## config.mk

```make
export PLATFORM = sky130hd
export DESIGN_NAME = penalty_round_ctrl_flat
export DESIGN_NICKNAME = d
export VERILOG_FILES = /design/src/rtl/penalty_round_ctrl_if.sv /design/src/rtl/penalty_round_ctrl.sv /design/src/flat_wrapper.sv
export SDC_FILE = /design/constraint.sdc
export NUM_CORES = 1
export LEC_CHECK = 0
export CAP_MARGIN = 10
export CORE_ASPECT_RATIO = 0.5
export CORE_MARGIN = 5
export CORE_UTILIZATION = 30
export CTS_CLUSTER_SIZE = 8
export DETAILED_ROUTE_END_ITERATION = 10
export GPL_TIMING_DRIVEN = 0
export PLACE_DENSITY = 0.48
export SLEW_MARGIN = 20
export SYNTH_ARGS = -nofsm -noshare
export SYNTH_HDL_FRONTEND = slang
export SYNTH_SLANG_ARGS = --single-unit
```

## constraint.sdc

```tcl
create_clock -name clk -period 4.3 [get_ports clk]
set_input_delay 0.645 -clock clk [delete_from_list [all_inputs] [get_ports clk]]
set_output_delay 0.645 -clock clk [all_outputs]
set_load 0.02 [all_outputs]
```

## src/rtl/penalty_round_ctrl_if.sv

```systemverilog
// Handshake bundle between the mouse/game-state logic and penalty_round_ctrl.
// master: game side (drives enable, click and zones, observes phases/tallies).
// slave : round sequencer (consumes inputs, drives phases, latched zones, tallies).
interface penalty_round_ctrl_if;
    logic       round_enable;
    logic       keeper_click;
    logic [1:0] keeper_zone;
    logic [1:0] shot_zone;
    logic       aim_phase;
    logic       ball_launch;
    logic       result_phase;
    logic       last_saved;
    logic [1:0] dive_zone;
    logic [1:0] ball_zone;
    logic [2:0] saves;
    logic [2:0] goals;
    logic [2:0] round_counter;
    logic       round_done;
    logic       is_scored;

    modport master (
        output round_enable, keeper_click, keeper_zone, shot_zone,
        input  aim_phase, ball_launch, result_phase, last_saved, dive_zone, ball_zone,
        input  saves, goals, round_counter, round_done, is_scored
    );

    modport slave (
        input  round_enable, keeper_click, keeper_zone, shot_zone,
        output aim_phase, ball_launch, result_phase, last_saved, dive_zone, ball_zone,
        output saves, goals, round_counter, round_done, is_scored
    );
endinterface

```

## src/rtl/penalty_round_ctrl.sv

```systemverilog
// Penalty round sequencer for solo keeper mode.
// Runs AIM -> FLIGHT -> RESULT per penalty, latches dive/shot zones, keeps the
// save/goal tally and pulses round_done (with is_scored) when the match ends.
// Ports:
//   clk   - system clock
//   rst_n - synchronous active-low reset
//   bus   - penalty_round_ctrl_if.slave (enable/click/zones in; phases, zones,
//           tallies, round_done, is_scored out)
module penalty_round_ctrl #(
    parameter int unsigned ROUNDS        = 5,
    parameter int unsigned WIN_SAVES     = 3,
    parameter int unsigned AIM_CYCLES    = 195_000_000,
    parameter int unsigned FLIGHT_CYCLES = 32_500_000,
    parameter int unsigned RESULT_CYCLES = 130_000_000
) (
    input logic                 clk,
    input logic                 rst_n,
    penalty_round_ctrl_if.slave bus
);

    localparam int unsigned GOALS_TO_LOSE = ROUNDS - WIN_SAVES + 1;
    localparam int unsigned MAX_AF        = (AIM_CYCLES > FLIGHT_CYCLES) ? AIM_CYCLES
                                                                         : FLIGHT_CYCLES;
    localparam int unsigned MAX_CYCLES    = (MAX_AF > RESULT_CYCLES) ? MAX_AF : RESULT_CYCLES;
    localparam int unsigned TW            = $clog2(MAX_CYCLES);

    typedef logic [TW-1:0] timer_t;

    localparam timer_t AIM_LOAD    = timer_t'(AIM_CYCLES - 1);
    localparam timer_t FLIGHT_LOAD = timer_t'(FLIGHT_CYCLES - 1);
    localparam timer_t RESULT_LOAD = timer_t'(RESULT_CYCLES - 1);

    typedef enum logic [2:0] {StIdle, StAim, StFlight, StResult, StDone} state_e;

    state_e     state_q, state_d;
    timer_t     timer_q, timer_d;
    logic [2:0] saves_q, saves_d;
    logic [2:0] goals_q, goals_d;
    logic [2:0] round_q, round_d;
    logic [1:0] dive_q, dive_d;
    logic [1:0] ball_q, ball_d;
    logic       last_saved_q, last_saved_d;
    logic       is_scored_q, is_scored_d;
    logic       round_done_q, round_done_d;

    logic       timer_zero;
    logic       valid_click;
    logic [1:0] shot_norm;
    logic       round_saved;
    logic       match_over;

    assign timer_zero  = (timer_q == '0);
    assign valid_click = bus.keeper_click && (bus.keeper_zone != 2'd3);
    // Zone 3 from the random source folds onto the centre.
    assign shot_norm   = (bus.shot_zone == 2'd3) ? 2'd1 : bus.shot_zone;
    assign round_saved = (dive_q == ball_q);
    assign match_over  = (saves_q == 3'(WIN_SAVES)) || (goals_q == 3'(GOALS_TO_LOSE)) ||
                         (round_q == 3'(ROUNDS));

    always_comb begin
        state_d      = state_q;
        timer_d      = timer_q;
        saves_d      = saves_q;
        goals_d      = goals_q;
        round_d      = round_q;
        dive_d       = dive_q;
        ball_d       = ball_q;
        last_saved_d = last_saved_q;
        is_scored_d  = is_scored_q;
        round_done_d = 1'b0;

        case (state_q)
            StIdle: begin
                state_d = StAim;
                timer_d = AIM_LOAD;
            end
            StAim: begin
                // A valid click beats the timeout when both land on the same cycle.
                if (valid_click) begin
                    dive_d  = bus.keeper_zone;
                    ball_d  = shot_norm;
                    state_d = StFlight;
                    timer_d = FLIGHT_LOAD;
                end else if (timer_zero) begin
                    dive_d  = 2'd3;
                    ball_d  = shot_norm;
                    state_d = StFlight;
                    timer_d = FLIGHT_LOAD;
                end else begin
                    timer_d = timer_q - timer_t'(1);
                end
            end
            StFlight: begin
                if (timer_zero) begin
                    if (round_saved) saves_d = saves_q + 3'd1;
                    else             goals_d = goals_q + 3'd1;
                    round_d      = round_q + 3'd1;
                    last_saved_d = round_saved;
                    state_d      = StResult;
                    timer_d      = RESULT_LOAD;
                end else begin
                    timer_d = timer_q - timer_t'(1);
                end
            end
            StResult: begin
                if (timer_zero) begin
                    if (match_over) begin
                        state_d      = StDone;
                        round_done_d = 1'b1;
                        is_scored_d  = (saves_q < 3'(WIN_SAVES));
                    end else begin
                        state_d = StAim;
                        timer_d = AIM_LOAD;
                    end
                end else begin
                    timer_d = timer_q - timer_t'(1);
                end
            end
            StDone: ;
            default: state_d = StIdle;
        endcase

        // Leaving KEEPER/SOLO aborts everything and wipes the match.
        if (!bus.round_enable) begin
            state_d      = StIdle;
            timer_d      = '0;
            saves_d      = '0;
            goals_d      = '0;
            round_d      = '0;
            dive_d       = '0;
            ball_d       = '0;
            last_saved_d = 1'b0;
            is_scored_d  = 1'b0;
            round_done_d = 1'b0;
        end
    end

    always_ff @(posedge clk) begin
        if (!rst_n) begin
            state_q      <= StIdle;
            timer_q      <= '0;
            saves_q      <= '0;
            goals_q      <= '0;
            round_q      <= '0;
            dive_q       <= '0;
            ball_q       <= '0;
            last_saved_q <= 1'b0;
            is_scored_q  <= 1'b0;
            round_done_q <= 1'b0;
        end else begin
            state_q      <= state_d;
            timer_q      <= timer_d;
            saves_q      <= saves_d;
            goals_q      <= goals_d;
            round_q      <= round_d;
            dive_q       <= dive_d;
            ball_q       <= ball_d;
            last_saved_q <= last_saved_d;
            is_scored_q  <= is_scored_d;
            round_done_q <= round_done_d;
        end
    end

    assign bus.aim_phase     = (state_q == StAim);
    assign bus.ball_launch   = (state_q == StFlight) && (timer_q == FLIGHT_LOAD);
    assign bus.result_phase  = (state_q == StResult);
    assign bus.last_saved    = last_saved_q;
    assign bus.dive_zone     = dive_q;
    assign bus.ball_zone     = ball_q;
    assign bus.saves         = saves_q;
    assign bus.goals         = goals_q;
    assign bus.round_counter = round_q;
    assign bus.round_done    = round_done_q;
    assign bus.is_scored     = is_scored_q;

endmodule

```

## src/flat_wrapper.sv

```systemverilog
// flat-port wrapper written by rule: the top's interface ports become plain ports
module penalty_round_ctrl_flat 
#(
    parameter int unsigned ROUNDS        = 5,
    parameter int unsigned WIN_SAVES     = 3,
    parameter int unsigned AIM_CYCLES    = 195_000_000,
    parameter int unsigned FLIGHT_CYCLES = 32_500_000,
    parameter int unsigned RESULT_CYCLES = 130_000_000
)
  (clk, rst_n, bus_round_enable, bus_keeper_click, bus_keeper_zone, bus_shot_zone, bus_aim_phase, bus_ball_launch, bus_result_phase, bus_last_saved, bus_dive_zone, bus_ball_zone, bus_saves, bus_goals, bus_round_counter, bus_round_done, bus_is_scored);
  penalty_round_ctrl_if bus_i ();
  input logic clk;
  input logic rst_n;
  input wire logic [$bits(bus_i.round_enable)-1:0] bus_round_enable;
  input wire logic [$bits(bus_i.keeper_click)-1:0] bus_keeper_click;
  input wire logic [$bits(bus_i.keeper_zone)-1:0] bus_keeper_zone;
  input wire logic [$bits(bus_i.shot_zone)-1:0] bus_shot_zone;
  output wire logic [$bits(bus_i.aim_phase)-1:0] bus_aim_phase;
  output wire logic [$bits(bus_i.ball_launch)-1:0] bus_ball_launch;
  output wire logic [$bits(bus_i.result_phase)-1:0] bus_result_phase;
  output wire logic [$bits(bus_i.last_saved)-1:0] bus_last_saved;
  output wire logic [$bits(bus_i.dive_zone)-1:0] bus_dive_zone;
  output wire logic [$bits(bus_i.ball_zone)-1:0] bus_ball_zone;
  output wire logic [$bits(bus_i.saves)-1:0] bus_saves;
  output wire logic [$bits(bus_i.goals)-1:0] bus_goals;
  output wire logic [$bits(bus_i.round_counter)-1:0] bus_round_counter;
  output wire logic [$bits(bus_i.round_done)-1:0] bus_round_done;
  output wire logic [$bits(bus_i.is_scored)-1:0] bus_is_scored;
  assign bus_i.round_enable = bus_round_enable;
  assign bus_i.keeper_click = bus_keeper_click;
  assign bus_i.keeper_zone = bus_keeper_zone;
  assign bus_i.shot_zone = bus_shot_zone;
  assign bus_aim_phase = bus_i.aim_phase;
  assign bus_ball_launch = bus_i.ball_launch;
  assign bus_result_phase = bus_i.result_phase;
  assign bus_last_saved = bus_i.last_saved;
  assign bus_dive_zone = bus_i.dive_zone;
  assign bus_ball_zone = bus_i.ball_zone;
  assign bus_saves = bus_i.saves;
  assign bus_goals = bus_i.goals;
  assign bus_round_counter = bus_i.round_counter;
  assign bus_round_done = bus_i.round_done;
  assign bus_is_scored = bus_i.is_scored;
  penalty_round_ctrl #(.ROUNDS(ROUNDS), .WIN_SAVES(WIN_SAVES), .AIM_CYCLES(AIM_CYCLES), .FLIGHT_CYCLES(FLIGHT_CYCLES), .RESULT_CYCLES(RESULT_CYCLES)) u_core (.clk(clk), .rst_n(rst_n), .bus(bus_i));
endmodule
```

==> flow_results.xml, run 1 <==
<?xml version="1.0" encoding="UTF-8"?>
<metrics>
  <group name="status">
    <metric name="status" unit="">finished clean</metric>
  </group>
  <group name="die">
    <metric name="placement_rows" unit="">24</metric>
    <metric name="die_x" unit="µm">146</metric>
    <metric name="fp.dieArea" unit="mm²">0.0114</metric>
    <metric name="core_region_area" unit="mm²">0.00886</metric>
    <metric name="io-pin-count" unit="">27</metric>
    <metric name="initial_utilization" unit="">0.313</metric>
    <metric name="fp.dieH" unit="µm">78.0</metric>
  </group>
  <group name="route">
    <metric name="finalWirelength" unit="mm">8.68</metric>
    <metric name="drt_iter0_drc" unit="">344</metric>
    <metric name="drt_pre_antenna_iters" unit="">7</metric>
    <metric name="routed-via-count" unit="">2731</metric>
    <metric name="ant_nets" unit="">0</metric>
    <metric name="met3RoutedLength" unit="µm">634</metric>
    <metric name="met2_length" unit="mm">3.57</metric>
    <metric name="drt-vias-per-instance" unit="">5.52</metric>
    <metric name="highest-signal-layer" unit="">met4</metric>
    <metric name="post-route-drc-count" unit="">0</metric>
    <metric name="routed_wire_length_per_instance" unit="µm">17.5</metric>
    <metric name="drt-met1-wl" unit="mm">4.36</metric>
  </group>
  <group name="setup_path">
    <metric name="critPathMaxFanout" unit="">10</metric>
    <metric name="critical_path.endpoint_type" unit="">output pin</metric>
    <metric name="timing.setup.critical_path_class" unit="">flip-flop to output pin</metric>
    <metric name="worst-endpoint-arrival" unit="ps">2810</metric>
    <metric name="worstSetupStartpointType" unit="">flip-flop</metric>
    <metric name="worst_ep_required_time" unit="ps">3650</metric>
  </group>
  <group name="place">
    <metric name="place_worst_setup_slack" unit="ps">1210</metric>
    <metric name="portBuffers" unit="">26</metric>
    <metric name="place_hpwl" unit="mm">6.56</metric>
    <metric name="routabilityCongestion" unit="">0.906</metric>
    <metric name="post-place-cells" unit="">487</metric>
  </group>
  <group name="synthesis">
    <metric name="synth.ff_latch_count" unit="">47</metric>
    <metric name="synth_top_cell_area_share" unit="">0.339</metric>
    <metric name="synth.top_cells.by_count" unit="">47 x sky130_fd_sc_hd__dfxtp_1, 41 x sky130_fd_sc_hd__nor2_1, 28 x sky130_fd_sc_hd__nand2_1, 28 x sky130_fd_sc_hd__o21ai_0, 19 x sky130_fd_sc_hd__a21oi_1</metric>
    <metric name="yosysTopAreaCell" unit="">sky130_fd_sc_hd__dfxtp_1</metric>
    <metric name="post_synth_instance_area" unit="mm²">0.00277</metric>
    <metric name="yosysWarningCount" unit="">0</metric>
    <metric name="synth_edf_count" unit="">0</metric>
    <metric name="ys_seq_area_frac" unit="">0.339</metric>
    <metric name="ys_dominant_reg_cell" unit="">sky130_fd_sc_hd__dfxtp_1</metric>
    <metric name="synthTopCellsByArea" unit="">sky130_fd_sc_hd__dfxtp_1 34%, sky130_fd_sc_hd__nor2_1 5.5%, sky130_fd_sc_hd__o21ai_0 5.1%</metric>
    <metric name="synth_async_sr_flop_share" unit="">0</metric>
    <metric name="post_synthesis_area_per_instance" unit="µm²">8.06</metric>
    <metric name="synthesis.nets" unit="">361</metric>
    <metric name="synth_most_common_cell" unit="">sky130_fd_sc_hd__dfxtp_1</metric>
    <metric name="yosysUniqueCellTypes" unit="">56</metric>
    <metric name="post_synth_inst_count" unit="">344</metric>
  </group>
  <group name="finish">
    <metric name="final_util" unit="">0.378</metric>
    <metric name="finish.net_count" unit="">394</metric>
    <metric name="diodes" unit="">0</metric>
    <metric name="register_area" unit="µm²">941</metric>
    <metric name="layout.filler_cells" unit="">910</metric>
    <metric name="multi_input_area" unit="mm²">0.00172</metric>
    <metric name="syn_to_final_growth" unit="%">20.7</metric>
    <metric name="fraction_of_final_layout_cells_sized_beyond_drive_strength_1" unit="">0.0820</metric>
    <metric name="finalNonFillerCells" unit="">495</metric>
  </group>
  <group name="cts">
    <metric name="ctsHoldBuffers" unit="">0</metric>
    <metric name="clk_path_buf_depth" unit="">2</metric>
    <metric name="clock_tree.root_cell" unit="">sky130_fd_sc_hd__clkbuf_16</metric>
    <metric name="cts_resized" unit="">0</metric>
    <metric name="clock_tree_from_tritoncts" unit="">built</metric>
    <metric name="cts_inserted_buffers" unit="">5</metric>
    <metric name="cts_post_setup_buffers_inserted" unit="">0</metric>
    <metric name="tritoncts_num_sinks" unit="">47</metric>
    <metric name="clock_insertion_delay_worst_skew" unit="ps">300</metric>
    <metric name="clock_h_tree_levels" unit="">2</metric>
    <metric name="clkSlewWorstSetupHoldPaths" unit="ps">70</metric>
  </group>
  <group name="power">
    <metric name="p_leak" unit="nW">1.14</metric>
    <metric name="pwr_density_cell" unit="mW/mm²">334</metric>
    <metric name="vdd_drop_max" unit="mV">0.210</metric>
  </group>
  <group name="sta">
    <metric name="finalSetupViolCount" unit="">0</metric>
    <metric name="fin_crit_sh" unit="">0.803</metric>
    <metric name="max_clock_freq" unit="GHz">0.290</metric>
    <metric name="rsz0062_at_grt" unit="">false</metric>
    <metric name="worst_slew_pin_slew" unit="ps">893</metric>
    <metric name="worst_path_setup_slack_after_routing" unit="ps">846</metric>
    <metric name="timing.final.max_slew_violations" unit="">0</metric>
    <metric name="finalHoldViolCount" unit="">0</metric>
    <metric name="period_minus_slack" unit="ps">3450</metric>
    <metric name="relSlewSlack" unit="">0.402</metric>
    <metric name="timing.clock.skew" unit="ps">8.72</metric>
    <metric name="fin_tns_setup" unit="ps">0</metric>
  </group>
  <group name="grt">
    <metric name="globalRouteOverflowTotal" unit="">0</metric>
    <metric name="grt_first_pass_wirelength" unit="mm">14.2</metric>
    <metric name="first_global_vias" unit="">2518</metric>
    <metric name="grt_util_all_layers" unit="">0.156</metric>
    <metric name="grt_max_degree" unit="">16</metric>
    <metric name="antenna_found_initial" unit="">0</metric>
  </group>
  <group name="run">
    <metric name="drv.max_cap_violation_count" unit="">0</metric>
  </group>
  <group name="hold_path">
    <metric name="hold_path.class" unit="">flip-flop to flip-flop</metric>
  </group>
</metrics>
## cell families after synthesis
family,synth area share
DFF,0.339
AOI/OAI and AO/OA,0.211
xor gates and xnor gates,0.0631
buffers and inverters,0.0424
muxes,0.0144
and+or+nand+nor,0.289
adders and majority gates,0.0406
## cells in the final DEF, fill, tap and decap left out, types with 3 or more instances in the layout
| cell | n |
|---|---|
| sky130_fd_sc_hd__nor4_1 | 12 |
| sky130_fd_sc_hd__clkbuf_1 | 11 |
| sky130_fd_sc_hd__nand4b_1 | 3 |
| sky130_fd_sc_hd__buf_2 | 4 |
| sky130_fd_sc_hd__clkdlybuf4s50_1 | 26 |
| sky130_fd_sc_hd__o21ai_1 | 3 |
| sky130_fd_sc_hd__a211o_1 | 3 |
| sky130_fd_sc_hd__nor2_1 | 41 |
| sky130_fd_sc_hd__ha_1 | 9 |
| sky130_fd_sc_hd__inv_1 | 13 |
| sky130_fd_sc_hd__nor3_1 | 12 |
| sky130_fd_sc_hd__mux2i_1 | 4 |
| sky130_fd_sc_hd__o221a_2 | 4 |
| sky130_fd_sc_hd__dfxtp_1 | 47 |
| sky130_fd_sc_hd__o21a_1 | 4 |
| sky130_fd_sc_hd__o22ai_1 | 3 |
| sky130_fd_sc_hd__o21ai_0 | 28 |
| sky130_fd_sc_hd__nand3_1 | 7 |
| sky130_fd_sc_hd__nor4_4 | 3 |
| sky130_fd_sc_hd__nand4_1 | 5 |
| sky130_fd_sc_hd__or4_1 | 5 |
| sky130_fd_sc_hd__a211oi_1 | 6 |
| sky130_fd_sc_hd__a21oi_1 | 19 |
| sky130_fd_sc_hd__clkbuf_16 | 5 |
| sky130_fd_sc_hd__a31oi_1 | 4 |
| sky130_fd_sc_hd__xor2_1 | 11 |
| sky130_fd_sc_hd__nand2_1 | 28 |
| sky130_fd_sc_hd__or3_1 | 11 |
| sky130_fd_sc_hd__xnor2_1 | 9 |
## path summary, 6_finish.rpt
path / start / end / slack, ps / depth (start not counted)
min: u_core.bus.is_scored / u_core.bus.is_scored / 470 / 2
min reg2reg: u_core.bus.is_scored / u_core.bus.is_scored / 470 / 2
max: u_core.state_q[1] / bus_ball_launch / 850 / 6
max reg2reg: u_core.bus.saves[0] / u_core.timer_q[27] / 1420 / 8
## through the flow
step           total power [mW]  cell area (µm²)  hold WS [ps]
2_1_floorplan             0.615             2770           465
5_1_grt                    1.18             3350           494
3_3_place_gp              0.668             3180           445
4_1_cts                    1.13             3350           464
3_5_place_dp              0.669             3180           449
6_report                   1.12             3350           470
## worst max-delay path: stages, from the launching register on
cell and delay (ps):
sky130_fd_sc_hd__dfxtp_1 310, sky130_fd_sc_hd__clkbuf_1 310, sky130_fd_sc_hd__inv_1 240, sky130_fd_sc_hd__nor2_1 440, sky130_fd_sc_hd__nand4_1 160, sky130_fd_sc_hd__nor4_1 350, sky130_fd_sc_hd__clkdlybuf4s50_1 690
## where the power goes
group | internal (mW) | total (mW) | switching, mW
Clock | 0.275 | 0.456 | 0.182
Sequential | 0.455 | 0.482 | 0.0274
Combinational | 0.0695 | 0.181 | 0.111
## per-layer routing
layer  GRT usage  vias to the layer above
li1            -                     1328
met1       0.227                     1288
met2       0.229                      104
met3      0.0407                       11
met4      0.0413                        0
met5           0                        -
## state kept, by name, summed over array words and instances (netlist names)
register and cells:
u_core.bus.last_saved 1, u_core.bus.dive_zone 2, u_core.state_q 3, u_core.bus.saves 3, u_core.bus.round_done 1, u_core.bus.ball_zone 2
u_core.bus.goals 3, u_core.timer_q 28, u_core.bus.round_counter 3, u_core.bus.is_scored 1
## final cells by class
class	instances	area share
Multi-Input combinational cell	268	0.512
Sequential cell	47	0.281
Timing Repair Buffer	26	0.0777
Tap cell	117	0.0437
Clock buffer	5	0.0374
Buffer	16	0.0205
Inverter	13	0.0146
Clock inverter	3	0.0131
(Power assumes the default switching activity.)
==> run 2, diff against run 1 <==
clock period = 3.53 ns   (was 4.3 ns; I/O delays follow)
==> flow_results.xml, run 2 (same netlist as run 1, synthesis figures left out) <==
<?xml version="1.0" encoding="UTF-8"?>
<metrics>
  <group name="hold_path">
    <metric name="hold_path.class" unit="">flip-flop to flip-flop</metric>
  </group>
  <group name="die">
    <metric name="fp.dieArea" unit="mm²">0.0114</metric>
    <metric name="core_region_area" unit="mm²">0.00886</metric>
    <metric name="placement_rows" unit="">24</metric>
    <metric name="die_x" unit="µm">146</metric>
    <metric name="initial_utilization" unit="">0.313</metric>
    <metric name="fp.dieH" unit="µm">78.0</metric>
    <metric name="io-pin-count" unit="">27</metric>
  </group>
  <group name="finish">
    <metric name="largest_register_by_flop_count" unit="">u_core.timer_q</metric>
    <metric name="finish.net_count" unit="">394</metric>
    <metric name="register_area" unit="µm²">941</metric>
    <metric name="layout.filler_cells" unit="">910</metric>
    <metric name="final_cell_mix" unit="">47 x sky130_fd_sc_hd__dfxtp_1, 40 x sky130_fd_sc_hd__nor2_1, 28 x sky130_fd_sc_hd__nand2_1, 28 x sky130_fd_sc_hd__o21ai_0, 26 x sky130_fd_sc_hd__clkdlybuf4s50_1</metric>
    <metric name="final_util" unit="">0.378</metric>
    <metric name="mostFrequentLayoutCell" unit="">sky130_fd_sc_hd__dfxtp_1</metric>
    <metric name="largest_register_ffs" unit="">28</metric>
    <metric name="fraction_of_final_layout_cells_sized_beyond_drive_strength_1" unit="">0.0847</metric>
    <metric name="diodes" unit="">0</metric>
    <metric name="multi_input_area" unit="mm²">0.00172</metric>
    <metric name="syn_to_final_growth" unit="%">20.8</metric>
  </group>
  <group name="route">
    <metric name="routed-via-count" unit="">2716</metric>
    <metric name="drt_iter0_drc" unit="">315</metric>
    <metric name="drt-vias-per-instance" unit="">5.49</metric>
    <metric name="ant_nets" unit="">0</metric>
    <metric name="post-route-drc-count" unit="">0</metric>
    <metric name="routed_wire_length_per_instance" unit="µm">17.5</metric>
    <metric name="finalWirelength" unit="mm">8.69</metric>
    <metric name="drt_pre_antenna_iters" unit="">5</metric>
  </group>
  <group name="sta">
    <metric name="rsz0062_at_grt" unit="">false</metric>
    <metric name="finalSetupViolCount" unit="">0</metric>
    <metric name="fin_crit_sh" unit="">0.906</metric>
    <metric name="fin_tns_setup" unit="ps">0</metric>
    <metric name="relSlewSlack" unit="">0.407</metric>
    <metric name="finalHoldViolCount" unit="">0</metric>
    <metric name="max_clock_freq" unit="GHz">0.313</metric>
    <metric name="timing.final.max_slew_violations" unit="">0</metric>
    <metric name="timing.clock.skew" unit="ps">8.99</metric>
    <metric name="period_minus_slack" unit="ps">3200</metric>
    <metric name="worst_slew_pin_slew" unit="ps">885</metric>
    <metric name="worst_path_setup_slack_after_routing" unit="ps">333</metric>
  </group>
  <group name="cts">
    <metric name="tritoncts_num_sinks" unit="">47</metric>
    <metric name="clock_tree_from_tritoncts" unit="">built</metric>
    <metric name="clk_path_buf_depth" unit="">2</metric>
    <metric name="clock_tree.root_cell" unit="">sky130_fd_sc_hd__clkbuf_16</metric>
    <metric name="cts_inserted_buffers" unit="">5</metric>
    <metric name="clock_h_tree_levels" unit="">2</metric>
    <metric name="clock_insertion_delay_worst_skew" unit="ps">300</metric>
    <metric name="clkSlewWorstSetupHoldPaths" unit="ps">70</metric>
  </group>
  <group name="grt">
    <metric name="grt.busiest_layer" unit="">met2</metric>
    <metric name="globalRouteOverflowTotal" unit="">0</metric>
    <metric name="groute.layer.met3.usage" unit="">0.0407</metric>
    <metric name="grt_use_met1" unit="">0.227</metric>
    <metric name="first_global_vias" unit="">2518</metric>
    <metric name="antenna_found_initial" unit="">0</metric>
    <metric name="grt_util_all_layers" unit="">0.156</metric>
    <metric name="grt_first_pass_wirelength" unit="mm">14.2</metric>
    <metric name="grt_max_degree" unit="">16</metric>
    <metric name="met2_usage" unit="">0.229</metric>
  </group>
  <group name="setup_path">
    <metric name="critical_path_buf_inv_count" unit="">3</metric>
    <metric name="worstSetupStartpointType" unit="">flip-flop</metric>
    <metric name="path_cells" unit="">clkbuf_1, inv_1, nor2_2, nand4_1, nor4_1, clkdlybuf4s50_1</metric>
    <metric name="critPathMaxFanout" unit="">10</metric>
    <metric name="worst-endpoint-arrival" unit="ps">2670</metric>
    <metric name="critical_path.max_stage_delay" unit="ps">690</metric>
    <metric name="timing.reg2reg.setup_slack" unit="ps">670</metric>
    <metric name="family_of_cells_with_the_greatest_summed_delay_on_the_critical_path" unit="">buffers and inverters</metric>
    <metric name="slowest_stage" unit="">sky130_fd_sc_hd__clkdlybuf4s50_1</metric>
    <metric name="worst_ep_required_time" unit="ps">3000</metric>
    <metric name="timing.setup.critical_path_class" unit="">flip-flop to output pin</metric>
    <metric name="critical_path.endpoint_type" unit="">output pin</metric>
  </group>
  <group name="power">
    <metric name="swShare" unit="">0.287</metric>
    <metric name="pwr_density_cell" unit="mW/mm²">407</metric>
    <metric name="fin_total_pwr" unit="mW">1.36</metric>
    <metric name="vdd_drop_max" unit="mV">0.256</metric>
    <metric name="pwr-share-clk" unit="">0.408</metric>
    <metric name="power.net_switching" unit="mW">0.391</metric>
    <metric name="p_leak" unit="nW">1.14</metric>
    <metric name="power.sequential.fraction" unit="">0.431</metric>
    <metric name="internal_power" unit="mW">0.973</metric>
    <metric name="share_comb_of_total_power" unit="">0.162</metric>
  </group>
  <group name="place">
    <metric name="place_hpwl" unit="mm">6.56</metric>
    <metric name="place_worst_setup_slack" unit="ps">556</metric>
    <metric name="portBuffers" unit="">26</metric>
    <metric name="routabilityCongestion" unit="">0.906</metric>
  </group>
  <group name="run">
    <metric name="drv.max_cap_violation_count" unit="">0</metric>
  </group>
  <group name="status">
    <metric name="status" unit="">finished clean</metric>
  </group>
</metrics>
==> run 2: cell counts in the layout (fill, tap and decap cells not counted) <==
Identical to the previous run, type by type.
==> run 2: per-stage QoR <==
stage | std cells | hold slack [ps] | cell area [µm²]
CTS | 495 | 464 | 3350
global route | 495 | 494 | 3350
floorplan | 344 | 465 | 2770
global placement | 487 | 445 | 3180
finish | 495 | 470 | 3350
detailed placement | 487 | 449 | 3180
==> run 2: tightest hold or removal path, delay by kind of cell, from the launching register on <==
kind            cells  cell delay (ps)
compound gates      1               50
flops               1              320
simple gates        1               60
==> run 2: power groups by stage <==
stage	clock network (mW)	registers [mW]	logic [mW]
after detailed placement	0	0.599	0.216
final	0.556	0.587	0.220
after global placement	0	0.598	0.215
after global routing	0.597	0.591	0.244
after CTS	0.567	0.587	0.218
after floorplan	0	0.589	0.161
==> run 2: final timing paths <==
path | startpoint | depth (start not counted) | endpoint
setup / recovery | u_core.state_q[1] | 6 | bus_ball_launch
hold / removal | u_core.bus.is_scored | 2 | u_core.bus.is_scored
setup reg to reg | u_core.timer_q[0] | 10 | u_core.timer_q[15]
hold reg to reg | u_core.bus.is_scored | 2 | u_core.bus.is_scored
==> run 2: final cells by class <==
| type | count | share of cell area |
|---|---|---|
| Buffer | 16 | 0.0205 |
| Tap cell | 117 | 0.0437 |
| Clock buffer | 5 | 0.0373 |
| Sequential cell | 47 | 0.281 |
| Clock inverter | 3 | 0.0131 |
| Inverter | 13 | 0.0146 |
| Timing Repair Buffer | 26 | 0.0776 |
| Multi-Input combinational cell | 268 | 0.513 |
==> run 2: layer usage <==
layer  part of all wire  routed length [µm]
met3              0.078                 675
met1               0.50                4340
met2               0.41                3580
met5                  0                   0
met4              0.011                  94
==> run 2: what timing repair did <==
item	CTS	global route
gates resized for setup	0	1
buffers inserted	0	0
hold buffers	0	0
endpoints found under the setup margin	0	1
==> run 3, diff against run 2 <==
--- a/constraint.sdc
+++ b/constraint.sdc
@@ -3,2 +3,2 @@
 set_output_delay 0.5295 -clock clk [all_outputs]
-set_load 0.02 [all_outputs]
+set_load 0.05 [all_outputs]
==> flow_results.xml, run 3 (same netlist as run 1, synthesis figures left out) <==
<?xml version="1.0" encoding="UTF-8"?>
<metrics>
  <group name="setup_path">
    <metric name="path_cells" unit="">clkbuf_1, inv_1, nor2_1, nand4_1, nor4_1, dlymetal6s2s_1</metric>
    <metric name="worstSetupStartpointType" unit="">flip-flop</metric>
    <metric name="critical_path.max_stage_delay" unit="ps">480</metric>
    <metric name="timing.setup.critical_path_class" unit="">flip-flop to output pin</metric>
    <metric name="critical_path.endpoint_type" unit="">output pin</metric>
    <metric name="worst-endpoint-arrival" unit="ps">2600</metric>
    <metric name="family_of_cells_with_the_greatest_summed_delay_on_the_critical_path" unit="">buffers and inverters</metric>
    <metric name="worst_ep_required_time" unit="ps">3000</metric>
    <metric name="critPathMaxFanout" unit="">10</metric>
    <metric name="slowest_stage" unit="">sky130_fd_sc_hd__dlymetal6s2s_1</metric>
    <metric name="critical_path_buf_inv_count" unit="">3</metric>
  </group>
  <group name="finish">
    <metric name="largest_register_by_flop_count" unit="">u_core.timer_q</metric>
    <metric name="layout.filler_cells" unit="">911</metric>
    <metric name="final_cell_mix" unit="">47 x sky130_fd_sc_hd__dfxtp_1, 41 x sky130_fd_sc_hd__nor2_1, 28 x sky130_fd_sc_hd__nand2_1, 28 x sky130_fd_sc_hd__o21ai_0, 25 x sky130_fd_sc_hd__clkdlybuf4s50_1</metric>
    <metric name="multi_input_area" unit="mm²">0.00172</metric>
    <metric name="syn_to_final_growth" unit="%">20.8</metric>
    <metric name="fraction_of_final_layout_cells_sized_beyond_drive_strength_1" unit="">0.0820</metric>
    <metric name="diodes" unit="">0</metric>
    <metric name="register_area" unit="µm²">941</metric>
    <metric name="mostFrequentLayoutCell" unit="">sky130_fd_sc_hd__dfxtp_1</metric>
    <metric name="finish.net_count" unit="">394</metric>
    <metric name="final_util" unit="">0.378</metric>
    <metric name="largest_register_ffs" unit="">28</metric>
    <metric name="finalNonFillerCells" unit="">495</metric>
  </group>
  <group name="grt">
    <metric name="grt_first_pass_wirelength" unit="mm">14.2</metric>
    <metric name="grt_util_all_layers" unit="">0.156</metric>
    <metric name="first_global_vias" unit="">2518</metric>
    <metric name="antenna_found_initial" unit="">0</metric>
    <metric name="globalRouteOverflowTotal" unit="">0</metric>
    <metric name="grt_max_degree" unit="">16</metric>
  </group>
  <group name="power">
    <metric name="pwr_density_cell" unit="mW/mm²">408</metric>
    <metric name="vdd_drop_max" unit="mV">0.255</metric>
    <metric name="p_leak" unit="nW">1.16</metric>
    <metric name="fin_total_pwr" unit="mW">1.37</metric>
  </group>
  <group name="route">
    <metric name="finalWirelength" unit="mm">8.67</metric>
    <metric name="drt_iter0_drc" unit="">344</metric>
    <metric name="ant_nets" unit="">0</metric>
    <metric name="drt_pre_antenna_iters" unit="">5</metric>
    <metric name="post-route-drc-count" unit="">0</metric>
    <metric name="routed_wire_length_per_instance" unit="µm">17.5</metric>
    <metric name="routed-via-count" unit="">2710</metric>
    <metric name="drt-vias-per-instance" unit="">5.47</metric>
  </group>
  <group name="cts">
    <metric name="clk_path_buf_depth" unit="">2</metric>
    <metric name="clock_tree.root_cell" unit="">sky130_fd_sc_hd__clkbuf_16</metric>
    <metric name="tritoncts_num_sinks" unit="">47</metric>
    <metric name="cts_inserted_buffers" unit="">5</metric>
    <metric name="cts_resized" unit="">0</metric>
    <metric name="cts_post_setup_buffers_inserted" unit="">0</metric>
    <metric name="clock_insertion_delay_worst_skew" unit="ps">300</metric>
    <metric name="clock_h_tree_levels" unit="">2</metric>
    <metric name="ctsHoldBuffers" unit="">0</metric>
    <metric name="clock_tree_from_tritoncts" unit="">built</metric>
    <metric name="clkSlewWorstSetupHoldPaths" unit="ps">70</metric>
  </group>
  <group name="sta">
    <metric name="timing.final.max_slew_violations" unit="">0</metric>
    <metric name="max_clock_freq" unit="GHz">0.320</metric>
    <metric name="period_minus_slack" unit="ps">3130</metric>
    <metric name="rsz0062_at_grt" unit="">false</metric>
    <metric name="relSlewSlack" unit="">0.407</metric>
    <metric name="timing.clock.skew" unit="ps">8.45</metric>
    <metric name="finalSetupViolCount" unit="">0</metric>
    <metric name="worst_slew_pin_slew" unit="ps">886</metric>
    <metric name="finalHoldViolCount" unit="">0</metric>
    <metric name="worst_hold_slack" unit="ps">470</metric>
    <metric name="fin_crit_sh" unit="">0.886</metric>
    <metric name="fin_tns_setup" unit="ps">0</metric>
  </group>
  <group name="place">
    <metric name="portBuffers" unit="">26</metric>
    <metric name="place_hpwl" unit="mm">6.56</metric>
    <metric name="post-place-cells" unit="">487</metric>
    <metric name="routabilityCongestion" unit="">0.906</metric>
  </group>
  <group name="die">
    <metric name="core_region_area" unit="mm²">0.00886</metric>
    <metric name="die_x" unit="µm">146</metric>
    <metric name="fp.dieH" unit="µm">78.0</metric>
    <metric name="fp.dieArea" unit="mm²">0.0114</metric>
    <metric name="io-pin-count" unit="">27</metric>
    <metric name="placement_rows" unit="">24</metric>
    <metric name="initial_utilization" unit="">0.313</metric>
  </group>
  <group name="hold_path">
    <metric name="hold_path.class" unit="">flip-flop to flip-flop</metric>
  </group>
  <group name="status">
    <metric name="status" unit="">finished clean</metric>
  </group>
  <group name="run">
    <metric name="drv.max_cap_violation_count" unit="">0</metric>
  </group>
</metrics>
## run 3: routing by layer
metal,vias up,wire length [µm],part of all wire,track usage
met3,10,576,0.066,0.0407
met5,-,0,0,0
met1,1285,4420,0.51,0.227
met2,88,3550,0.41,0.229
li1,1327,-,-,-
met4,0,114,0.013,0.0413
## run 3: worst paths after layout
path                            slack (ps)            startpoint                   end  cells past startpoint
worst max-delay path                   400     u_core.state_q[1]       bus_ball_launch                      6
worst min-delay path                   470  u_core.bus.is_scored  u_core.bus.is_scored                      2
worst max register to register         660   u_core.bus.saves[0]    u_core.timer_q[27]                      8
worst min register to register         470  u_core.bus.is_scored  u_core.bus.is_scored                      2
## run 3: layout make-up
| class | count | share of cell area |
|---|---|---|
| clock inverters | 3 | 0.0131 |
| flip-flops and latches | 47 | 0.281 |
| well taps | 117 | 0.0437 |
| repair buffers | 26 | 0.0784 |
| plain buffers | 16 | 0.0205 |
| inverters | 13 | 0.0146 |
| clock buffers | 5 | 0.0373 |
| multi-input cells | 268 | 0.512 |
## run 3: per-stage QoR
step | instance area [µm²] | setup slack, ps
after floorplan | 2770 | 539
after global placement | 3180 | 347
after detailed placement | 3180 | 357
after CTS | 3350 | 27.9
after global routing | 3350 | 145
final | 3350 | 401
## run 3: power breakdown
group | leakage, nW | internal [mW] | switching [mW]
clock network | 0.0838 | 0.334 | 0.222
registers | 0.385 | 0.554 | 0.0334
logic | 0.694 | 0.0846 | 0.139
## run 3: tightest hold or removal path, delay by kind of cell, from the launching register on
| family | cells | cell delay, ps |
|---|---|---|
| DFF | 1 | 320 |
| and+or+nand+nor | 1 | 60 |
| AOI/OAI and AO/OA | 1 | 50 |
